===== src/rtl/local_history_table.sv =====
// local_history_table: per-branch local history shift table with a sequential flush FSM;
// define LHT_REPAIR_EN to add the rep_* repair write port.
module local_history_table #(
   parameter int ENTRIES = 16,
   parameter int HIST_W  = 4
) (
   input  logic                       clk,
   input  logic                       rst_n,
   input  logic [$clog2(ENTRIES)-1:0] rd_idx,
   output logic [HIST_W-1:0]          rd_hist,
   input  logic                       upd_valid,
   input  logic [$clog2(ENTRIES)-1:0] upd_idx,
   input  logic                       upd_taken,
`ifdef LHT_REPAIR_EN
   input  logic                       rep_valid,
   input  logic [$clog2(ENTRIES)-1:0] rep_idx,
   input  logic [HIST_W-1:0]          rep_hist,
`endif
   input  logic                       clr_req,
   output logic                       busy,
   output logic                       clr_done
);
   localparam int IDX_W = $clog2(ENTRIES);
   typedef enum logic {IDLE, CLEAR} state_t;
   state_t            state, state_nxt;
   logic [IDX_W-1:0]  clr_ptr;
   logic [HIST_W-1:0] mem [ENTRIES];
   logic [HIST_W-1:0] shifted;
   always_comb begin
      busy      = state == CLEAR;
      clr_done  = busy && clr_ptr == IDX_W'(ENTRIES - 1);
      state_nxt = busy ? (clr_done ? IDLE : CLEAR) : (clr_req ? CLEAR : IDLE);
      rd_hist   = busy ? '0 : mem[rd_idx];
      // truncating cast drops the oldest bit and also covers HIST_W == 1
      shifted   = HIST_W'({mem[upd_idx], upd_taken});
   end
   always_ff @(posedge clk or negedge rst_n)
      if (!rst_n) begin
         state   <= IDLE;
         clr_ptr <= '0;
      end else begin
         state   <= state_nxt;
         clr_ptr <= busy ? clr_ptr + 1'b1 : '0;
      end
   always_ff @(posedge clk or negedge rst_n)
      if (!rst_n) begin
         for (int i = 0; i < ENTRIES; i++) mem[i] <= '0;
      end else if (busy) begin
         mem[clr_ptr] <= '0;
      end else begin
         if (upd_valid) mem[upd_idx] <= shifted;
`ifdef LHT_REPAIR_EN
         if (rep_valid) mem[rep_idx] <= rep_hist;  // later write: repair beats a same-index shift
`endif
      end
endmodule


===== config.mk =====
export PLATFORM = sky130hd
export DESIGN_NAME = local_history_table
export DESIGN_NICKNAME = d
export VERILOG_FILES = /design/src/rtl/local_history_table.sv
export SDC_FILE = /design/constraint.sdc
export NUM_CORES = 1
export LEC_CHECK = 0
export BUFFER_PORTS_ARGS = -buffer_cell sky130_fd_sc_hd__buf_2
export CAP_MARGIN = 20
export CORE_UTILIZATION = 55
export DETAILED_ROUTE_END_ITERATION = 6
export HOLD_SLACK_MARGIN = 0.12
export PLACE_DENSITY = 0.79
export SLEW_MARGIN = 0
export SYNTH_ARGS = -nofsm -noshare
export SYNTH_HDL_FRONTEND = slang
export SYNTH_SLANG_ARGS = --single-unit

===== constraint.sdc =====
create_clock -name clk -period 2.2 [get_ports clk]
set_clock_uncertainty 0.2 [all_clocks]
set_input_delay 0.55 -clock clk [delete_from_list [all_inputs] [get_ports clk]]
set_output_delay 0.55 -clock clk [all_outputs]
set_load 0.02 [all_outputs]

==> impl_metrics.toml <==
[synth]
yosysWarnings = 0
synth_nets = 410
synth_edf_count = 0
avgSynthCellArea_um2 = 9.91
ys_types = 35
synth_top_area_share_pct = 44.3
synth_flop_cell = "dfrtp_1"
netlist_area_mm2 = 0.00389
synthCells = 393
async_flop_share_pct = 100
synth-seq-area-share_pct = 44.3
synth_top_area_cell = "dfrtp_1"
yosys-top-cells-area = "dfrtp_1, mux2i_1, nand2_1"
postSynthRegisterBits = 69

[pwr]
power_switching_uw = 1680
powerDensity_mw_per_mm2 = 1010
peakVddDrop_mv = 0.678
clkPwrFrac_pct = 22.4
leakage_uw = 0.00193
p_int_uw = 2850
combPwrFrac_pct = 30.3
p_sw_share_pct = 37.1
pwr-share-seq_pct = 47.3

[die]
die-area_mm2 = 0.00742
die_h_um = 86.2
io_pins = 19
coreArea_mm2 = 0.00683
start_util_pct = 57.0
rows = 30
die_w_um = 86.2

[run_status]
violations = "setup timing"
outcome = "finished, violations left"

[cts]
cts_tree = "yes"
clk_pin_slew_ps = 70
clock-sinks = 69
clkLatencyLatePin_ps = 350
cts_root_buf = "clkbuf_8"
htree_num_levels = 3
cts_buffer_depth = 2
numCtsBuffers = 9

[detailed_routing]
final_antenna_net_count = 0
avgRoutedWirePerCell_um = 18.9
num_vias = 3289
first_pass_iters = 5
route.detailed.drc = 0
routed_via_density = 6.19
wl_um = 10000
drt_first_iter_violations = 353

[setup_path]
critPathKind = "input pin to output port"
cp.required_ps = 1450
r2r-end = "mem[62]$_DFFE_PN0P_"
end_kind = "output port"
arrival_ps = 1750
crit_fanout = 7
reg2regPathDepth = 4
cp-start-kind = "input pin"
r2r-start = "busy$_DFF_PN0_"
rrSetupSlack_ps = 200

[global_routing]
antenna_found_initial = 0
grt_pass1_vias = 3223
track_usage_pct = 29.8
grt_max_degree = 56
grt_pass1_wl_um = 16500
grt-ovfl-total = 0

[place]
dp_slack_ps = -347
dp_cells = 512
dpl.hpwl_um = 7390
port_buffers = 18
placed_area_mm2 = 0.00422
place.gp.congestion = 0.924

[timing]
fin_hold_ws_ps = 223
finalSetupViolCount = 4
period_share_pct = 114
rsz0062_at_grt = "true"
slew_violations = 0
finalWorstSetupSlack_ps = -302
period_needed_ps = 2500
tightestPinTransition_ps = 537
final-hold-violation-count = 0
maxSlewHeadroom_pct = 63.8
timing.fmax_mhz = 400

[final_layout]
fin_nets = 447
final_cells = 531
drive_above_1_share_pct = 21.8
syn_to_final_growth_pct = 15.4
n_antenna_cell = 0
fin_area_mm2 = 0.00450

[min_path]
hold_end = "busy$_DFF_PN0_"
min-delay-start = "clr_req"
hold_depth = 3
min_path_type = "input pin to flip-flop"

[run]
maxCapViolCount = 0
==> metrics by stage <==
| stage | total power (uW) | TNS (ps) | utilization (%) |
|---|---|---|---|
| 3_5_place_dp | 3440 | -1380 | 61.8 |
| 3_3_place_gp | 3360 | -1200 | 61.8 |
| 5_1_grt | 4780 | -1180 | 65.8 |
| 4_1_cts | 4480 | -1030 | 65.5 |
| 2_1_floorplan | 2920 | -198 | - |
| 6_report | 4520 | -1030 | 65.8 |
==> registers in the layout, summed over array words and instances, names as in the netlist <==
register,count
clr_ptr,4
mem,64
busy,1
==> cells by family after synthesis <==
logic type      count (synthesis)  share of synthesized area [%]
simple gates                  167                           21.0
flops                          69                           44.3
compound gates                 63                           8.74
mux                            62                           21.0
buf+inv                        26                           3.12
fa+ha+maj                       4                           1.28
xor+xnor                        2                          0.450
==> how the worst max path moves through the flow <==
stage,startpoint,to,slack [ps],depth (start not counted)
after global routing,mem[28]$_DFFE_PN0P_,rd_hist[0],-340,4
final,rd_idx[0],rd_hist[0],-300,6
after CTS,rd_idx[0],rd_hist[0],-280,6
after global placement,rd_idx[0],rd_hist[0],-320,6
after floorplan,rd_idx[0],rd_hist[0],-80,4
after detailed placement,rd_idx[0],rd_hist[0],-350,6
==> area by class of cell <==
class                   count  area [um2]
inverters                   7        26.3
fillers                   528        2340
repair buffers             45         362
clock buffers              11         141
multi-input cells         298        2070
clock inverters             5        50.0
well taps                  96         120
flip-flops and latches     69        1730
==> worst max-delay path, cell delays in order <==
cell and delay (ps):
buf_8 90, buf_12 120, mux4_2 490, a32oi_1 170, o211ai_1 140, buf_4 180
==> timing repair <==
item / 4_1_cts / 5_1_grt
hold buffers: 1 / 0
setup endpoints to repair: 5 / 5
buffers inserted: 1 / 0
resized for setup: 8 / 4
cloned: 1 / 0
endpoints found under the hold margin: 14 / 0
pin swaps: 6 / 1
==> cell usage in the layout (no fill, tap or decap), types with 9 or more instances in the layout <==
master	count
o21ai_0	55
dfrtp_1	67
mux2_2	9
clkbuf_8	10
mux4_2	15
buf_2	14
nand2_1	96
mux2i_1	38
buf_4	25
nand3_1	30
==> Yosys cell counts, types with 2 or more instances <==
cell       n
o21ai_0   55
nand4b_1   3
nand4_1    5
nor3_2     2
mux4_2    15
nand2_1   96
o211ai_1   4
mux2i_1   38
and2_1     3
dfrtp_1   69
nor2_1     7
mux2_2     9
clkbuf_1   7
ha_1       4
nor3b_2    2
clkbuf_2   2
nand3_1   30
inv_1      7
nor2b_1    7
buf_2      8
a32oi_1    4
and3b_1    2
nand2b_1   2
==> routing by layer <==
| metal | global-route usage, % | wire length (um) |
|---|---|---|
| met1 | 40.9 | 4330 |
| met2 | 46.7 | 4700 |
| met3 | 7.99 | 845 |
| met4 | 8.94 | 175 |
| met5 | 0 | 0 |
==> power by group through the flow <==
stage / Sequential [uW] / Clock [uW] / Combinational (uW)
after floorplan: 1890 / 0 / 1030
after global placement: 2090 / 0 / 1270
after detailed placement: 2110 / 0 / 1330
after CTS: 2100 / 1030 / 1350
after global routing: 2180 / 1070 / 1530
final: 2140 / 1010 / 1370
(Power assumes the default switching activity.)
